`src/rtl/mannix_job_sched.sv`:
```
// Job scheduler: queues FCC/CNN/POOL/NOP descriptors and runs them one at a time on the accelerators.
// Latency: push->go 2 cycles when idle; done sample->cpl_valid 1 cycle; at least 2 idle cycles between cpl_valid and the next go.
// Backpressure: cmd_ready drops while the FIFO is full (no same-cycle bypass); completions cannot be stalled.
// Optional build macro MANNIX_SCHED_TIMEOUT_EN adds a WAIT watchdog (TIMEOUT_CYCLES) reported through cpl_err.
module mannix_job_sched #(
    parameter int DEPTH = 4,
    parameter int TAG_W = 8,
    parameter int CNT_W = $clog2(DEPTH + 1)
`ifdef MANNIX_SCHED_TIMEOUT_EN
    , parameter int TIMEOUT_CYCLES = 65536
`endif
) (
    input  logic             clk,
    input  logic             rst_n,
    input  logic             cmd_valid,
    output logic             cmd_ready,
    input  logic [1:0]       cmd_type,
    input  logic [TAG_W-1:0] cmd_tag,
    input  logic             sw_flush,
    output logic             fc_go,
    input  logic             fc_done,
    output logic             cnn_go,
    input  logic             cnn_done,
    output logic             pool_go,
    input  logic             pool_busy,
    output logic             cpl_valid,
    output logic [1:0]       cpl_type,
    output logic [TAG_W-1:0] cpl_tag,
    output logic             cpl_err,
    output logic [CNT_W-1:0] q_count,
    output logic             sched_busy
);

    localparam int PTR_W = (DEPTH > 1) ? $clog2(DEPTH) : 1;

    localparam logic [1:0] T_FCC  = 2'd0;
    localparam logic [1:0] T_CNN  = 2'd1;
    localparam logic [1:0] T_POOL = 2'd2;
    localparam logic [1:0] T_NOP  = 2'd3;

    typedef enum logic [1:0] {
        S_IDLE  = 2'd0,
        S_ISSUE = 2'd1,
        S_WAIT  = 2'd2,
        S_CPL   = 2'd3
    } state_t;

    state_t           state_q, state_d;
    logic [1:0]       type_mem [DEPTH];
    logic [TAG_W-1:0] tag_mem  [DEPTH];
    logic [PTR_W-1:0] wr_ptr_q, wr_ptr_d, rd_ptr_q, rd_ptr_d;
    logic [CNT_W-1:0] count_q, count_d;
    logic [1:0]       job_type_q, job_type_d;
    logic [TAG_W-1:0] job_tag_q, job_tag_d;
    logic             seen_busy_q, seen_busy_d;
    logic             flushed_q, flushed_d;
    logic             gap_q;
    logic             fc_go_q, cnn_go_q, pool_go_q;
    logic             fc_go_d, cnn_go_d, pool_go_d;
    logic             cpl_valid_q;
    logic [1:0]       cpl_type_q;
    logic [TAG_W-1:0] cpl_tag_q;
    logic             push, pop;

    assign cmd_ready  = (count_q != CNT_W'(DEPTH));
    // A push arriving together with a flush is dropped along with the queue.
    assign push       = cmd_valid && cmd_ready && !sw_flush;
    assign q_count    = count_q;
    assign sched_busy = (state_q != S_IDLE) || (count_q != '0);
    assign fc_go      = fc_go_q;
    assign cnn_go     = cnn_go_q;
    assign pool_go    = pool_go_q;
    assign cpl_valid  = cpl_valid_q;
    assign cpl_type   = cpl_type_q;
    assign cpl_tag    = cpl_tag_q;

`ifdef MANNIX_SCHED_TIMEOUT_EN
    localparam int WD_W = $clog2(TIMEOUT_CYCLES);

    logic [WD_W-1:0] wd_q;
    logic            wd_expired;
    logic            timeout_hit;
    logic            cpl_err_q;

    assign wd_expired = (wd_q == WD_W'(TIMEOUT_CYCLES - 1));
    assign cpl_err    = cpl_err_q;

    // Watchdog: zero outside WAIT, so every WAIT entry starts counting from 0.
    always_ff @(posedge clk or negedge rst_n) begin
        if (!rst_n) begin
            wd_q <= '0;
        end else if (state_q != S_WAIT) begin
            wd_q <= '0;
        end else begin
            wd_q <= wd_q + WD_W'(1);
        end
    end

    // Error flag is captured with each completion record.
    always_ff @(posedge clk or negedge rst_n) begin
        if (!rst_n) begin
            cpl_err_q <= 1'b0;
        end else if (state_d == S_CPL) begin
            cpl_err_q <= timeout_hit;
        end
    end
`else
    assign cpl_err = 1'b0;
`endif

    // Job storage; entries are only read while occupied, so no reset is needed.
    always_ff @(posedge clk) begin
        if (push) begin
            type_mem[wr_ptr_q] <= cmd_type;
            tag_mem[wr_ptr_q]  <= cmd_tag;
        end
    end

    // Pointer and occupancy next-state; a flush empties the queue outright.
    always_comb begin
        wr_ptr_d = wr_ptr_q;
        rd_ptr_d = rd_ptr_q;
        count_d  = count_q;
        if (sw_flush) begin
            wr_ptr_d = '0;
            rd_ptr_d = '0;
            count_d  = '0;
        end else begin
            if (push) begin
                wr_ptr_d = wr_ptr_q + PTR_W'(1);
            end
            if (pop) begin
                rd_ptr_d = rd_ptr_q + PTR_W'(1);
            end
            count_d = count_q + CNT_W'(push) - CNT_W'(pop);
        end
    end

    // Scheduler next-state, job latch, pop decision and go selection.
    always_comb begin
        state_d     = state_q;
        job_type_d  = job_type_q;
        job_tag_d   = job_tag_q;
        seen_busy_d = seen_busy_q;
        pop         = 1'b0;
`ifdef MANNIX_SCHED_TIMEOUT_EN
        timeout_hit = 1'b0;
`endif
        case (state_q)
            S_IDLE: begin
                // gap_q holds off one extra cycle after a completion so the
                // memory farm sees a clean gap between engines.
                if (count_q != '0 && !gap_q) begin
                    job_type_d = type_mem[rd_ptr_q];
                    job_tag_d  = tag_mem[rd_ptr_q];
                    state_d    = S_ISSUE;
                end
            end
            S_ISSUE: begin
                seen_busy_d = 1'b0;
                state_d     = (job_type_q == T_NOP) ? S_CPL : S_WAIT;
            end
            S_WAIT: begin
                case (job_type_q)
                    T_FCC:   if (fc_done)  state_d = S_CPL;
                    T_CNN:   if (cnn_done) state_d = S_CPL;
                    T_POOL: begin
                        // Pool only signals busy, so completion is a seen-high-then-low.
                        if (pool_busy) begin
                            seen_busy_d = 1'b1;
                        end else if (seen_busy_q) begin
                            state_d = S_CPL;
                        end
                    end
                    default: state_d = S_CPL;
                endcase
`ifdef MANNIX_SCHED_TIMEOUT_EN
                if (state_d == S_WAIT && wd_expired) begin
                    state_d     = S_CPL;
                    timeout_hit = 1'b1;
                end
`endif
            end
            S_CPL: begin
                // If a flush hit while this job was latched, its FIFO entry is
                // already gone and popping again would underflow.
                pop     = !flushed_q && !sw_flush && (count_q != '0);
                state_d = S_IDLE;
            end
            default: state_d = S_IDLE;
        endcase

        flushed_d = (state_d == S_IDLE) ? 1'b0 : (flushed_q | sw_flush);
        fc_go_d   = (state_d == S_ISSUE) && (job_type_d == T_FCC);
        cnn_go_d  = (state_d == S_ISSUE) && (job_type_d == T_CNN);
        pool_go_d = (state_d == S_ISSUE) && (job_type_d == T_POOL);
    end

    // Control state, queue bookkeeping and registered outputs.
    always_ff @(posedge clk or negedge rst_n) begin
        if (!rst_n) begin
            state_q     <= S_IDLE;
            wr_ptr_q    <= '0;
            rd_ptr_q    <= '0;
            count_q     <= '0;
            job_type_q  <= T_FCC;
            job_tag_q   <= '0;
            seen_busy_q <= 1'b0;
            flushed_q   <= 1'b0;
            gap_q       <= 1'b0;
            fc_go_q     <= 1'b0;
            cnn_go_q    <= 1'b0;
            pool_go_q   <= 1'b0;
            cpl_valid_q <= 1'b0;
            cpl_type_q  <= 2'd0;
            cpl_tag_q   <= '0;
        end else begin
            state_q     <= state_d;
            wr_ptr_q    <= wr_ptr_d;
            rd_ptr_q    <= rd_ptr_d;
            count_q     <= count_d;
            job_type_q  <= job_type_d;
            job_tag_q   <= job_tag_d;
            seen_busy_q <= seen_busy_d;
            flushed_q   <= flushed_d;
            gap_q       <= (state_q == S_CPL);
            fc_go_q     <= fc_go_d;
            cnn_go_q    <= cnn_go_d;
            pool_go_q   <= pool_go_d;
            cpl_valid_q <= (state_d == S_CPL);
            if (state_d == S_CPL) begin
                cpl_type_q <= job_type_q;
                cpl_tag_q  <= job_tag_q;
            end
        end
    end

endmodule

```
`config.mk`:
```
export PLATFORM = sky130hd
export DESIGN_NAME = mannix_job_sched
export DESIGN_NICKNAME = d
export VERILOG_FILES = /design/src/rtl/mannix_job_sched.sv
export SDC_FILE = /design/constraint.sdc
export NUM_CORES = 1
export LEC_CHECK = 0
export CORE_MARGIN = 2
export CORE_UTILIZATION = 40
export CTS_BUF_LIST = sky130_fd_sc_hd__clkbuf_4
export CTS_CLUSTER_SIZE = 14
export DETAILED_ROUTE_END_ITERATION = 8
export SLEW_MARGIN = 20
export SYNTH_ARGS = -nofsm -noshare
export SYNTH_HDL_FRONTEND = slang
export SYNTH_SLANG_ARGS = --single-unit
```
`constraint.sdc`:
```
create_clock -name clk -period 2.31 [get_ports clk]
set_input_delay 0.462 -clock clk [delete_from_list [all_inputs] [get_ports clk]]
set_output_delay 0.462 -clock clk [all_outputs]
set_load 0.005 [all_outputs]
```
; ---- Word-level counts from Yosys, hierarchy flattened
; Memories as Yosys holds them, arrays and structs flattened. A register that Yosys moved wholly into a read port is not among the register bits.
; Cells that the tools add are included.
[word_totals]
ff_bits = 28
ram_bits = 40
inputBits = 17
out_inout_bits = 20
word_cells = 80
mem_count = 2
[op_classes]
n_addsub = 4
eq_ne = 13
muxes = 22
bitwise_logic = 1
n_reduce_logical = 24
[mem_list]
columns = name, words, word_bits, rd, rd_ports_with_merged_regs, wr, line_no
row1 = tag_mem, 4, 8, 1, 1, 1, 50  ; logic [TAG_W-1:0] tag_mem [DEPTH];
row2 = type_mem, 4, 2, 1, 0, 1, 49  ; logic [1:0] type_mem [DEPTH];
[ops]
columns = operator, n
row1 = $mux 2, 11
row2 = $eq 2x2->1 const B, 6
row3 = $eq 2x1->1 const B, 4
row4 = $logic_and 1x1->1, 8
row5 = $logic_not 2->1, 4
row6 = $pmux 2 s4, 1
row7 = $reduce_bool 2->1, 4
row8 = $mux 1, 7
row9 = $pmux 2 s3, 1
row10 = $add 2x1->2 const B, 2
row11 = $logic_not 1->1, 4
row12 = $ne 2x2->1 const B, 2
row13 = $add 3x1->3, 1
row14 = $mux 3, 1
row15 = $ne 3x3->1 const B, 1
row16 = $reduce_and 3->1, 1
row17 = $reduce_bool 3->1, 1
row18 = $sub 3x1->3, 1
row19 = $pmux 1 s2, 1
row20 = $reduce_and 2->1, 1
row21 = $logic_or 1x1->1, 1
row22 = $or 1x1->1, 1

; ---- Longest topological paths before layout
[logic_depth]
word_depth = 6
mapped_depth = 12
ltp_nobuf = 12

; ---- Worst setup path after synthesis
; Ideal clock, no wire load.
[synth_timing]
path_kind = register to register
start = register count_q[1], in the netlist q_count[1]
end = register count_q[2], in the netlist q_count[2]
setup_ns = 0.132
t_arrival_ns = 2.301
t_required_ns = 2.178
path_slack_ns = -0.122
path_stages_with_launch = 13
path_buffers = 0
period_less_slack_ns = 2.432
path_cell_list = dfrtp_1 -> or3b_2 -> nand2_1 -> nor2_1 -> inv_1 -> ha_1 -> inv_1 -> ha_1 -> inv_1 -> fa_1 -> xor2_1 -> xnor2_1 -> nor2_1
[synth_between]
elab_chain_cells = 6
elab_cells_between_ends = 9
classes_between = add/sub (2) / eq/ne (1) / mux (2) / reduce/logical (4)
[synth_rtl]
columns = item, line_no
row1 = start: declaration, 52  ; logic [CNT_W-1:0] count_q, count_d;
row2 = start signal: assignment, 221  ; count_q <= count_d;
row3 = $ne 3x3->1, 65  ; assign cmd_ready = (count_q != CNT_W'(DEPTH));
row4 = via cmd_ready, 16  ; output logic cmd_ready,
row5 = $logic_and 1x1->1 (2 in series), 67  ; assign push = cmd_valid && cmd_ready && !sw_flush;
row6 = $add 3x1->3, 135  ; count_d = count_q + CNT_W'(push) - CNT_W'(pop);
row7 = $sub 3x1->3, 135
row8 = $mux 3, 124  ; if (sw_flush) begin
row9 = via count_d[2], 52
; The timed path passes the listed nets, and every way through them passes these cells.
; A chain may end at the register's enable or synchronous reset.

; ---- Worst setup path in the final report
[layout_timing]
start = register count_q[1], in the netlist q_count[1]
end = register count_q[2], in the netlist q_count[2]
[layout_between]
elab_chain_cells = 6
elab_cells_between_ends = 9
classes_between = add/sub (2) / eq/ne (1) / mux (2) / reduce/logical (4)
[layout_rtl]
columns = item, line_no
row1 = $ne 3x3->1, 65
row2 = $logic_and 1x1->1 (2 in series), 67
row3 = $add 3x1->3, 135
row4 = $sub 3x1->3 *, 135
row5 = $mux 3 *, 124
row6 = via count_d[2], 52
; Mark *: on every way through the listed nets, which the timed path passes. The rest lies on a longest branch.

==> flow_summary.toml <==
[synth]
synth_commonest_cells = "40 x edfxtp_1, 36 x dfrtp_1, 12 x mux2_2"
syn_area_per_cell_sq_um = 16.4
synth-seq-area-share_pct = 67.4
ys_seq_elements = 76
yosysWarnings = 0
syn_nets = 214
yosys.area.top_type = "edfxtp_1"
async_reset_ff_share_pct = 47.4
yosysUniqueCellTypes = 36
synth_cells = 190
netlist.area_leader.share_pct = 38.5
syn_area_sq_um = 3120
synth-edff-count = 40
synth_most_common_cell = "edfxtp_1"
synth_ff_type = "edfxtp_1"
ys_top_cells_by_area = "edfxtp_1 38%, dfrtp_1 29%, mux4_2 7.2%"

[sta]
tightestPinTransition_ns = 0.791
holdWs_ns = 0.117
finClkSkew_ns = 0.00875
hold_viol_final = 0
min_period_ns = 2.25
slew_viol_final = 0
rsz0062_at_grt = "true"
relSlewSlack_pct = 47.3
tns_ns = 0
worst_slack_ns = 0.0584
fmax_mhz = 444
setup_viol = 0
fin_crit_sh_pct = 97.5

[critical_path]
crit_fanout = 2
startpoint_type = "flop"
r2r_end = "q_count[2]"
r2r-start = "q_count[1]"
crit_required_ns = 2.62
path_class = "flop to flop"
crit_arrival_ns = 2.56
worstRegToRegCells = 12
r2r_slack_ns = 0.06
cp-end-kind = "flop"

[power_and_ir_drop]
p_leak_nw = 1.49
vdd_drop_max_v = 0.000294
power_density_nw_per_um2 = 1010

[global_routing]
grt-ovfl-total = 0
antenna_found_initial = 0
grt_first_pass_wirelength_um = 8460
grt_max_degree = 37
grt_pass1_vias = 1691
grt_usage_pct = 13.2

[die]
die_area_sq_um = 8520
fp.dieH_um = 92.3
core_sq_um = 7650
dieWidth_um = 92.3
initial_core_util_pct = 40.8
fp-row-count = 32
ios = 37

[placement]
place.port_buffers = 35
place_area_sq_um = 3650
place_ws_ns = -0.283
gp_congestion = 0.746
hpwl_um = 3250
dp_cells = 333

[clock_tree]
cts_tree = "done"
postCtsHoldBufs = 0
root_buffer = "clkbuf_4"
cts_max_level = 3
clkTransAtPathRegs_ns = 0.12
cts_buffers = 9
ctsLongestPathBuffers = 2
worstSkewPairLatency_ns = 0.40
cts_sinks = 76

[detailed_routing]
drt-pass1-iter-count = 4
drt-initial-drc-count = 56
vias = 1656
drt-total-wl_um = 5020
wl_per_cell_um = 14.3
postRouteAntennaNets = 0
drc = 0
via_per_inst = 4.70

[layout]
nets = 269
area_delta_synth_final_pct = 22.5
layout-drive-gt1-share_pct = 26.8
final_cells = 352
n_antenna_cell = 0
final_area_sq_um = 3820
num-fill-cells = 655

[hold_path]
min_path_type = "input pin to asynchronous set/reset pin"

[flow_run]
maxCapViolations = 0

[run_status]
status = "complete, no violations"
[layer usage]
metal | global-route usage (%) | vias up | wire length, um
met4 | 5.60 | 0 | 80
met5 | 0 | - | 0
li1 | - | 799 | -
met2 | 19.0 | 27 | 2260
met1 | 18.5 | 823 | 2500
met3 | 4.23 | 7 | 189
[kinds of logic (layout without fill, tap and decap cells)]
family / Yosys count / count (layout) / share of synthesized area [%]
compound gates: 11 / 11 / 2.97
xor+xnor: 5 / 5 / 1.40
fa+ha+maj: 7 / 7 / 3.05
buf+inv: 18 / 78 / 3.21
flops: 76 / 76 / 67.4
mux: 29 / 29 / 14.6
other cells: 1 / 1 / 0.120
simple gates: 43 / 43 / 7.30
[power by group]
group / leakage (nW) / internal (mW) / switching (mW) / total [mW]
clock network: 0.0674 / 0.325 / 0.455 / 0.780
logic: 0.609 / 0.745 / 0.470 / 1.22
registers: 0.813 / 1.71 / 0.171 / 1.89
[per-stage QoR]
stage               utilization [%]  power, mW
floorplan                         -       2.65
global placement               47.7       3.10
detailed placement             47.7       3.12
CTS                            49.6       3.93
global route                   50.0       4.15
finish                         50.0       3.88
[worst max path at each step]
stage | startpoint | end | slack (ns) | depth (start not counted)
finish | q_count[1] | q_count[2] | 0.06 | 12
global route | q_count[1] | q_count[2] | -0.05 | 12
CTS | q_count[2] | sched_busy | 0.009 | 5
detailed placement | sw_flush | q_count[2] | -0.28 | 10
global placement | sw_flush | q_count[2] | -0.24 | 10
floorplan | q_count[1] | q_count[2] | 0.0004 | 12
[layout by cell type (no fill, tap or decap), types with 2 or more instances in the layout]
cell,n
edfxtp_1,40
dfrtp_1,36
clkdlybuf4s50_1,32
buf_4,19
mux2_2,12
nor2_1,10
mux4_2,10
clkbuf_4,9
inv_1,8
nand2_1,8
ha_1,6
mux2_4,5
nand2b_1,4
and2_1,4
xnor2_1,4
nor2b_1,3
nor3b_1,3
nor3_1,3
o21ai_0,3
mux2i_1,2
nand3_1,2
a31oi_1,2
clkinvlp_4,2
clkinv_1,2
dlymetal6s2s_1,2
[timing repair]
| action | CTS | global route |
|---|---|---|
| pin swaps | 0 | 4 |
| buffers inserted | 1 | 2 |
| resized for setup | 1 | 4 |
| setup endpoints to repair | 1 | 2 |
[registers in the layout (all words and copies together), names as in the netlist, 2 cells and up]
name	flops
type_mem	8
rd_ptr_q	2
q_count	3
tag_mem	32
cpl_tag	8
job_tag_q	8
cpl_type	2
job_type_q	2
state_q	2
wr_ptr_q	2
[final cells by class]
| type | count | area (sq um) | area share (%) |
|---|---|---|---|
| clock inverter | 7 | 66.3 | 1.73 |
| tap | 102 | 128 | 3.34 |
| clock buffer | 9 | 67.6 | 1.77 |
| multi-input combinational | 96 | 937 | 24.5 |
| inverter | 8 | 30.0 | 0.785 |
| sequential | 76 | 2100 | 55.0 |
| timing repair buffer | 54 | 493 | 12.9 |
[worst max-delay path: stages (launching register included)]
cell	delay (ns)
dfrtp_1	0.41
or3b_4	0.41
nand2_2	0.08
nor2_1	0.05
inv_1	0.06
ha_1	0.21
inv_1	0.06
ha_1	0.13
inv_1	0.05
fa_2	0.33
xor2_1	0.17
xnor2_1	0.15
nor2_1	0.05
Note: power is estimated with default switching activity, not from simulation.
